<file path="src/rtl/mips_main_ctrl.sv">
// Multicycle MIPS main control FSM with ALU-control decode for the R-type funct field.
// Optional macro MIPS_CTRL_BNE_EN adds the bne path (state BNEEX, code 12).
module mips_main_ctrl #(
  parameter int ALU_W = 3
) (
  input  logic             clk,
  input  logic             rst_n,
  input  logic [5:0]       opcode,
  input  logic [5:0]       funct,
  input  logic             zero,
  output logic             pc_en,
  output logic             iord,
  output logic             mem_write,
  output logic             ir_write,
  output logic             reg_dst,
  output logic             mem_to_reg,
  output logic             reg_write,
  output logic             alu_src_a,
  output logic [1:0]       alu_src_b,
  output logic [1:0]       pc_src,
  output logic [ALU_W-1:0] alu_sel,
  output logic [3:0]       state_o
);

  typedef enum logic [3:0] {
    FETCH   = 4'd0,
    DECODE  = 4'd1,
    MEMADR  = 4'd2,
    MEMRD   = 4'd3,
    MEMWB   = 4'd4,
    MEMWR   = 4'd5,
    RTYPEEX = 4'd6,
    RTYPEWB = 4'd7,
    BEQEX   = 4'd8,
    ADDIEX  = 4'd9,
    ADDIWB  = 4'd10,
    JEX     = 4'd11,
    BNEEX   = 4'd12
  } state_t;

  localparam logic [5:0] OP_LW    = 6'b100011;
  localparam logic [5:0] OP_SW    = 6'b101011;
  localparam logic [5:0] OP_RTYPE = 6'b000000;
  localparam logic [5:0] OP_BEQ   = 6'b000100;
  localparam logic [5:0] OP_ADDI  = 6'b001000;
  localparam logic [5:0] OP_J     = 6'b000010;
`ifdef MIPS_CTRL_BNE_EN
  localparam logic [5:0] OP_BNE   = 6'b000101;
`endif

  localparam logic [ALU_W-1:0] ALU_AND  = ALU_W'(3'b000);
  localparam logic [ALU_W-1:0] ALU_OR   = ALU_W'(3'b001);
  localparam logic [ALU_W-1:0] ALU_ADD  = ALU_W'(3'b010);
  localparam logic [ALU_W-1:0] ALU_SRLV = ALU_W'(3'b011);
  localparam logic [ALU_W-1:0] ALU_SUB  = ALU_W'(3'b110);
  localparam logic [ALU_W-1:0] ALU_SLT  = ALU_W'(3'b111);

  // Unknown funct codes fall back to ADD; the FSM separately suppresses their writeback.
  function automatic logic [ALU_W-1:0] funct_to_alu(input logic [5:0] f);
    logic [ALU_W-1:0] sel;
    case (f)
      6'b100000: sel = ALU_ADD;
      6'b100010: sel = ALU_SUB;
      6'b100100: sel = ALU_AND;
      6'b100101: sel = ALU_OR;
      6'b101010: sel = ALU_SLT;
      6'b000110: sel = ALU_SRLV;
      default:   sel = ALU_ADD;
    endcase
    return sel;
  endfunction

  function automatic logic funct_legal(input logic [5:0] f);
    logic ok;
    case (f)
      6'b100000, 6'b100010, 6'b100100,
      6'b100101, 6'b101010, 6'b000110: ok = 1'b1;
      default:                         ok = 1'b0;
    endcase
    return ok;
  endfunction

  state_t state_r;
  state_t state_nxt_s;

  logic             pc_en_s;
  logic             iord_s;
  logic             mem_write_s;
  logic             ir_write_s;
  logic             reg_dst_s;
  logic             mem_to_reg_s;
  logic             reg_write_s;
  logic             alu_src_a_s;
  logic [1:0]       alu_src_b_s;
  logic [1:0]       pc_src_s;
  logic [ALU_W-1:0] alu_sel_s;

  // State register; reset aborts any in-flight instruction.
  always_ff @(posedge clk or negedge rst_n) begin
    if (!rst_n) begin
      state_r <= FETCH;
    end else begin
      state_r <= state_nxt_s;
    end
  end

  // Next-state logic.
  always_comb begin
    state_nxt_s = FETCH;
    case (state_r)
      FETCH: state_nxt_s = DECODE;
      DECODE: begin
        case (opcode)
          OP_LW, OP_SW: state_nxt_s = MEMADR;
          OP_RTYPE:     state_nxt_s = RTYPEEX;
          OP_BEQ:       state_nxt_s = BEQEX;
          OP_ADDI:      state_nxt_s = ADDIEX;
          OP_J:         state_nxt_s = JEX;
`ifdef MIPS_CTRL_BNE_EN
          OP_BNE:       state_nxt_s = BNEEX;
`endif
          default:      state_nxt_s = FETCH;
        endcase
      end
      MEMADR: begin
        if (opcode == OP_LW) begin
          state_nxt_s = MEMRD;
        end else begin
          state_nxt_s = MEMWR;
        end
      end
      MEMRD: state_nxt_s = MEMWB;
      RTYPEEX: begin
        if (funct_legal(funct)) begin
          state_nxt_s = RTYPEWB;
        end else begin
          state_nxt_s = FETCH;
        end
      end
      ADDIEX:  state_nxt_s = ADDIWB;
      default: state_nxt_s = FETCH;
    endcase
  end

  // Control decode: Moore from state, except branch pc_en (zero) and R-type alu_sel (funct).
  always_comb begin
    pc_en_s      = 1'b0;
    iord_s       = 1'b0;
    mem_write_s  = 1'b0;
    ir_write_s   = 1'b0;
    reg_dst_s    = 1'b0;
    mem_to_reg_s = 1'b0;
    reg_write_s  = 1'b0;
    alu_src_a_s  = 1'b0;
    alu_src_b_s  = 2'b00;
    pc_src_s     = 2'b00;
    alu_sel_s    = ALU_ADD;
    case (state_r)
      FETCH: begin
        alu_src_b_s = 2'b01;
        ir_write_s  = 1'b1;
        pc_en_s     = 1'b1;
      end
      DECODE: alu_src_b_s = 2'b11;
      MEMADR, ADDIEX: begin
        alu_src_a_s = 1'b1;
        alu_src_b_s = 2'b10;
      end
      MEMRD: iord_s = 1'b1;
      MEMWB: begin
        mem_to_reg_s = 1'b1;
        reg_write_s  = 1'b1;
      end
      MEMWR: begin
        iord_s      = 1'b1;
        mem_write_s = 1'b1;
      end
      RTYPEEX: begin
        alu_src_a_s = 1'b1;
        alu_sel_s   = funct_to_alu(funct);
      end
      RTYPEWB: begin
        reg_dst_s   = 1'b1;
        reg_write_s = 1'b1;
      end
      BEQEX: begin
        alu_src_a_s = 1'b1;
        alu_sel_s   = ALU_SUB;
        pc_src_s    = 2'b01;
        pc_en_s     = zero;
      end
      ADDIWB: reg_write_s = 1'b1;
      JEX: begin
        pc_src_s = 2'b10;
        pc_en_s  = 1'b1;
      end
`ifdef MIPS_CTRL_BNE_EN
      BNEEX: begin
        alu_src_a_s = 1'b1;
        alu_sel_s   = ALU_SUB;
        pc_src_s    = 2'b01;
        pc_en_s     = ~zero;
      end
`endif
      default: begin
        pc_en_s = 1'b0;
      end
    endcase
  end

  // Architectural write strobes are held off for the whole time reset is asserted.
  assign pc_en      = pc_en_s & rst_n;
  assign ir_write   = ir_write_s & rst_n;
  assign reg_write  = reg_write_s & rst_n;
  assign mem_write  = mem_write_s & rst_n;
  assign iord       = iord_s;
  assign reg_dst    = reg_dst_s;
  assign mem_to_reg = mem_to_reg_s;
  assign alu_src_a  = alu_src_a_s;
  assign alu_src_b  = alu_src_b_s;
  assign pc_src     = pc_src_s;
  assign alu_sel    = alu_sel_s;
  assign state_o    = state_r;

endmodule

</file>
<file path="config.mk">
export PLATFORM = sky130hd
export DESIGN_NAME = mips_main_ctrl
export DESIGN_NICKNAME = d
export VERILOG_FILES = /design/src/rtl/mips_main_ctrl.sv
export SDC_FILE = /design/constraint.sdc
export NUM_CORES = 1
export LEC_CHECK = 0
export CAP_MARGIN = 30
export CORE_UTILIZATION = 35
export DETAILED_ROUTE_END_ITERATION = 8
export PLACE_DENSITY = 0.81
export SETUP_SLACK_MARGIN = 0.1
export SKIP_LAST_GASP = 1
export SYNTH_ARGS = -nofsm -noshare
export SYNTH_HDL_FRONTEND = slang
export SYNTH_SLANG_ARGS = --single-unit
export TNS_END_PERCENT = 5
</file>
<file path="constraint.sdc">
create_clock -name clk -period 2 [get_ports clk]
set_clock_uncertainty 0.05 [all_clocks]
set_input_delay 0.4 -clock clk [delete_from_list [all_inputs] [get_ports clk]]
set_output_delay 0.4 -clock clk [all_outputs]
set_load 0.03 [all_outputs]
</file>
==> run metrics, run 1 <==
initial core utilization=0.3919; Req. time, crit path=1.55 ns; Simple-Gate Fraction of Synth Area=0.4416; LEAKAGE=0.4928 nW; global-route wire length before repair=2.622 mm; r2r setup slk=0.57 ns; Core Region=1366 um2; mux share of post-synthesis cell area=0.01869; max reg flops=4; fin. max-slew vios=0; FF+latch count, synth=4; num ports=34; critical path class=in -> out; Net Sw Frac=0.4834; post-synthesis sequential area ratio=0.1869; Post-CTS Hold Fix Bufs=0; r2r worst-path depth=5; Clk pin slew, worst setup/hold paths=0.04 ns; Critical Path AT=1.67 ns; Clock Path Buffers=2; Final WS setup=-0.1216 ns; Post-Synth Adder-Cell Area=0; final setup fails=4; Syn Std Cell Area=535.5 um2; Die Wd=41.12 um; post-synthesis compound-gate area fraction=0.2710; Vias/cell=5.486; Pint=0.4096 mW; status=complete, but fails checks; DRC viols=0; DR iter-0 viols=21; synth unique cells=32; crit path launch type=input pin; worst slew pin tran=0.3174 ns; Synth Instances=74; WL final=1.852 mm; Clock power frac=0.132; vias in the first global route=653; Sw Pwr=0.3833 mW; Max Freq=471.3 MHz; placed cells=134; Reg area=103.9 um2; Place WS=-0.6741 ns; syn_area_per_cell=7.237 um2; CP max FO=3; grt ovf=0; drt first pass iters=4; filler instances=91; largest family of logic cells by synthesized area=simple AND/OR/NAND/NOR gates; share of cells above drive strength 1=0.4320; Non-Filler Instances=140; CTS tree=yes; xor/xnor share of the synthesized area=0.03271; Total GRT Usage=0.2330; failing checks=setup timing; Rel. slew slack=0.7878; Hold Crit Class=in -> async; fin crit share=1.061; pin count of the biggest net entering global routing=15; sequential power share=0.142; die area=1690 um2; Logic pwr share=0.726; diodes inserted=0; Overall Power=0.7929 mW; Tmin final=2.122 ns; Port Buffers=33; final weighted congestion of routability-driven global placement=0.8918; Final #Nets=142; Post-Route Setup TNS=-0.2672 ns; Mapped Nets=89; peak supply drop=392.2 uV; area of the multi-input gates=503.0 um2; Max Cap Viol=0; Sink Count=4; fin util=0.8022; via count=768; Layout area overhead=104.7%; unrepaired setup endpoints after global routing=true; root buf cell=clkbuf_4; Row Count=13; initial antenna violation count=0; Final HPWL DP=1.395 mm; FF-to-FF End=state_o[2]; final hold viol count=0; TritonCTS Buffers=3; later-pin clock latency in the skew report=0.24 ns; CP Capture Type=output pin; Reg-to-Reg Start=state_o[3]; Pwr Density=723.4 nW/um2; post-detailed-route count of antenna-violating nets=0; die height=41.12 um; yosys synthesis warning count=0; H-tree depth=1; routed len/inst=13.23 um
[cells by family after synthesis]
logic type / Yosys count
xor+xnor: 2
buf+inv: 6
mux: 1
compound gates: 21
simple gates: 40
flops: 4
[placed cells by master (no fill, tap or decap), types with 2 or more instances in the layout]
cell / Yosys / routed
buf_4: 0 / 31
clkdlybuf4s50_1: 0 / 14
nor3_1: 8 / 6
a21oi_1: 6 / 6
nand2b_1: 7 / 6
nand2_1: 4 / 4
nor2_1: 6 / 3
o21ai_0: 3 / 3
clkbuf_4: 0 / 3
dlygate4sd2_1: 0 / 3
dfrtp_2: 0 / 3
nand4_1: 2 / 2
inv_1: 2 / 2
a211oi_1: 2 / 2
nor3b_4: 1 / 2
nand3_1: 2 / 2
xnor2_1: 2 / 2
o21a_1: 2 / 2
nor2_4: 0 / 2
nor2b_1: 3 / 2
dlymetal6s2s_1: 0 / 2
[routing by layer]
layer / vias to the layer above / global-route usage / wire [um]
met5: - / 0 / 0
met3: 3 / 0.03804 / 133
met1: 342 / 0.2557 / 774
met2: 40 / 0.4336 / 928
li1: 383 / - / -
met4: 0 / 0.09677 / 17
[metrics by stage]
stage / area (um2) / hold slack (ns)
detailed placement: 1013 / 0.6010
finish: 1096 / 0.3993
CTS: 1061 / 0.4111
global placement: 1013 / 0.5831
global route: 1096 / 0.4326
floorplan: 596.8 / 0.05441
[final cells by class]
| cell class | instances | share of cell area |
|---|---|---|
| timing repair buffer | 52 | 0.4018 |
| sequential | 4 | 0.09475 |
| clock buffer | 3 | 0.02055 |
| tap | 15 | 0.01712 |
| inverter | 2 | 0.006849 |
| multi-input combinational | 64 | 0.4589 |
[worst max-delay path by stage]
stage | start | end | slack, ns | cells past startpoint
global route | state_o[0] | alu_sel[0] | -0.17 | 5
global placement | funct[2] | alu_sel[1] | -0.58 | 6
CTS | funct[1] | alu_sel[2] | -0.15 | 7
finish | funct[4] | alu_sel[0] | -0.12 | 6
detailed placement | funct[2] | alu_sel[1] | -0.67 | 6
floorplan | state_o[2] | mem_to_reg | -0.03 | 3
[critical path, stage by stage]
cell and delay, ns:
clkdlybuf4s50_1 0.47, buf_4 0.17, nor3b_4 0.19, buf_4 0.15, o211a_1 0.16, buf_6 0.13
[power by group through the flow]
stage / registers, mW / logic (mW) / clock network [mW]
2_1_floorplan: 0.152 / 0.309 / 0
3_3_place_gp: 0.113 / 0.557 / 0
3_5_place_dp: 0.113 / 0.568 / 0
4_1_cts: 0.112 / 0.570 / 0.101
5_1_grt: 0.115 / 0.611 / 0.114
6_report: 0.112 / 0.576 / 0.104
[synth_stat cells]
| master | count | area, um2 |
|---|---|---|
| nor3_1 | 8 | 40.04 |
| nand2b_1 | 7 | 43.79 |
| a21oi_1 | 6 | 30.03 |
| nor2_1 | 6 | 22.52 |
| dfrtp_1 | 4 | 100.1 |
| nand2_1 | 4 | 15.01 |
| buf_2 | 3 | 15.01 |
| nor2b_1 | 3 | 18.77 |
| o21ai_0 | 3 | 15.01 |
| a211oi_1 | 2 | 15.01 |
| inv_1 | 2 | 7.510 |
| nand3_1 | 2 | 10.01 |
| nand4_1 | 2 | 12.51 |
| nor3b_1 | 2 | 15.01 |
| o21a_1 | 2 | 15.01 |
| xnor2_1 | 2 | 17.52 |
| and3_1 | 1 | 6.260 |
| clkbuf_1 | 1 | 3.750 |
| mux2i_1 | 1 | 10.01 |
| nor3b_4 | 1 | 18.77 |
| nor4b_1 | 1 | 8.760 |
| o211a_1 | 1 | 10.01 |
| o21ai_2 | 1 | 8.760 |
| o21ba_2 | 1 | 10.01 |
| o21bai_1 | 1 | 7.510 |
| o311ai_1 | 1 | 8.760 |
| o31ai_1 | 1 | 7.510 |
| o32ai_1 | 1 | 8.760 |
| o41ai_1 | 1 | 8.760 |
| or3_1 | 1 | 6.260 |
| or3b_4 | 1 | 11.26 |
| or4_1 | 1 | 7.510 |
[what timing repair did]
action,4_1_cts,5_1_grt
pin swaps,0,3
setup buffers,1,2
gates resized for setup,13,6
endpoints found under the hold margin,0,0
endpoints found under the setup margin,11,14
Note: power is estimated with default switching activity, not from simulation.
==> run 2, diff against run 1 <==
- CELL_PAD_IN_SITES_DETAIL_PLACEMENT: not set -> 1
- CELL_PAD_IN_SITES_GLOBAL_PLACEMENT: not set -> 2
- CORE_UTILIZATION: 35 -> 17
- PLACE_DENSITY: 0.81 -> 0.8
==> run 2 against run 1 <==
  * Sequential cell count did not move
  * The run still ends with setup timing left
  * Final cell count rose by 21%
  * Via count rose by 0.65%
  * Core utilization fell by 41 points
  * Design area rose by 9.1%
  * Non-clock buffer count rose by 1
==> run metrics, run 2 (synthesis gave the netlist of run 1 again) <==
status=complete, but fails checks; failing checks=setup timing; CP max stage delay=0.30 ns; Req. time, crit path=1.55 ns; global-route wire length before repair=3.381 mm; Final HPWL DP=1.611 mm; Die Wd=58.13 um; initial core utilization=0.1769; crit path launch type=input pin; share of cells above drive strength 1=0.4841; Tmin final=2.048 ns; max reg flops=4; die area=3379 um2; critical path class=in -> out; unrepaired setup endpoints after global routing=true; num ports=34; Port Buffers=33; Post-CTS Hold Fix Bufs=0; peak supply drop=247.2 uV; root buf cell=clkbuf_4; final setup fails=3; post-detailed-route count of antenna-violating nets=0; Critical Path AT=1.60 ns; Max Cap Viol=0; grt ovf=0; final hold viol count=0; final weighted congestion of routability-driven global placement=0.7745; Total GRT Usage=0.1295; fin crit share=1.024; via count=773; Row Count=20; Max stage delay cell, worst path=dlygate4sd2_1; Rel. slew slack=0.7948; H-tree depth=1; Overall Power=0.8040 mW; Clock Path Buffers=2; DRC viols=0; Worst Setup SP=funct[5]; later-pin clock latency in the skew report=0.23 ns; vias in the first global route=773; Core Region=3028 um2; TritonCTS Buffers=3; pin count of the biggest net entering global routing=15; Vias/cell=4.547; Final WS setup=-0.04786 ns; worst slew pin tran=0.3068 ns; CP max FO=4; most common cell after layout, fill and taps aside=buf_4; CP Capture Type=output pin; Layout area overhead=123.4%; routed len/inst=13.02 um; fin util=0.3950; fin. max-slew vios=0; CTS tree=yes; Max Freq=488.3 MHz; LEAKAGE=0.5321 nW; Pwr Density=672.2 nW/um2; die height=58.13 um; Final #Nets=143; Hold Crit Class=in -> async; drt first pass iters=4; diodes inserted=0; Reg-to-Reg Start=state_o[3]; DR iter-0 viols=7; WL final=2.213 mm; commonest non-fill, non-tap cells in the layout=30 x buf_4, 12 x clkdlybuf4s50_1, 5 x nor3_1; crit-path cells=dlygate4sd2_1 > nor2b_4 > a21oi_2 > o32ai_4 > nand3_1 > buf_2; initial antenna violation count=0; Sink Count=4; Clk pin slew, worst setup/hold paths=0.04 ns
[run 2: cell types whose count changed in the layout (fill, tap and decap cells not counted), moves of 2 or more]
cell | before | now
clkdlybuf4s50_1 | 14 | 12
a21oi_1 | 6 | 3
dlymetal6s2s_1 | 2 | 4
a21oi_2 | 0 | 3
buf_6 | 1 | 3
nand2b_1 | 6 | 4
[run 2: critical path: cells and delay by family]
kind / cells / cell delay, ns
and+or+nand+nor: 2 / 0.29
AOI/OAI and AO/OA: 2 / 0.40
buffers and inverters: 2 / 0.51
[run 2: path summary, 6_finish.rpt]
kind / cells past startpoint / slack [ns] / endpoint
setup / recovery: 6 / -0.05 / alu_sel[1]
hold / removal: 2 / 0.42 / state_o[1]
setup reg to reg: 5 / 0.53 / state_o[2]
hold reg to reg: 2 / 0.61 / state_o[2]
max in group asynchronous: 2 / 1.36 / state_o[3]
min in group clk: 2 / 0.61 / state_o[2]
[run 2: metrics by stage]
stage          area, um2  setup WS (ns)  hold WS [ns]  std cells  setup TNS (ns)
3_5_place_dp        1050        -0.6937        0.5948        163          -1.231
6_report            1196       -0.04786        0.4168        170         -0.1015
3_3_place_gp        1050        -0.5921        0.5914        163         -0.9871
2_1_floorplan      596.8       -0.02825       0.05441         74        -0.07166
5_1_grt             1196        -0.1117        0.4390        170         -0.2970
4_1_cts             1107        -0.1862        0.4115        168         -0.5441
[run 2: cell type report]
cell class	count	area [um2]
clock buffer	3	22.52
fill	372	1832
inverter	2	7.507
multi-input combinational	64	548.0
sequential	4	102.6
tap	44	55.05
timing repair buffer	53	460.4
[run 2: repair_timing]
item                                    4_1_cts  5_1_grt
hold endpoints to repair                      0        0
gates cloned                                  0        0
buffers inserted                              2        2
endpoints found under the setup margin       12       16
pin swaps                                     1        5
gates resized for setup                      14       17
[run 2: metal layers]
layer / vias up / global-route usage / part of all wire
met5: - / 0 / 0
met4: 0 / 0.04082 / 0.0018
met3: 2 / 0.02679 / 0.041
met2: 25 / 0.2315 / 0.53
met1: 364 / 0.1541 / 0.43
li1: 382 / - / -
[run 2: report_power, final]
group	switching, mW	total [mW]	internal (mW)
registers	0.00794	0.108	0.0999
clock network	0.0329	0.100	0.0671
logic	0.344	0.596	0.253
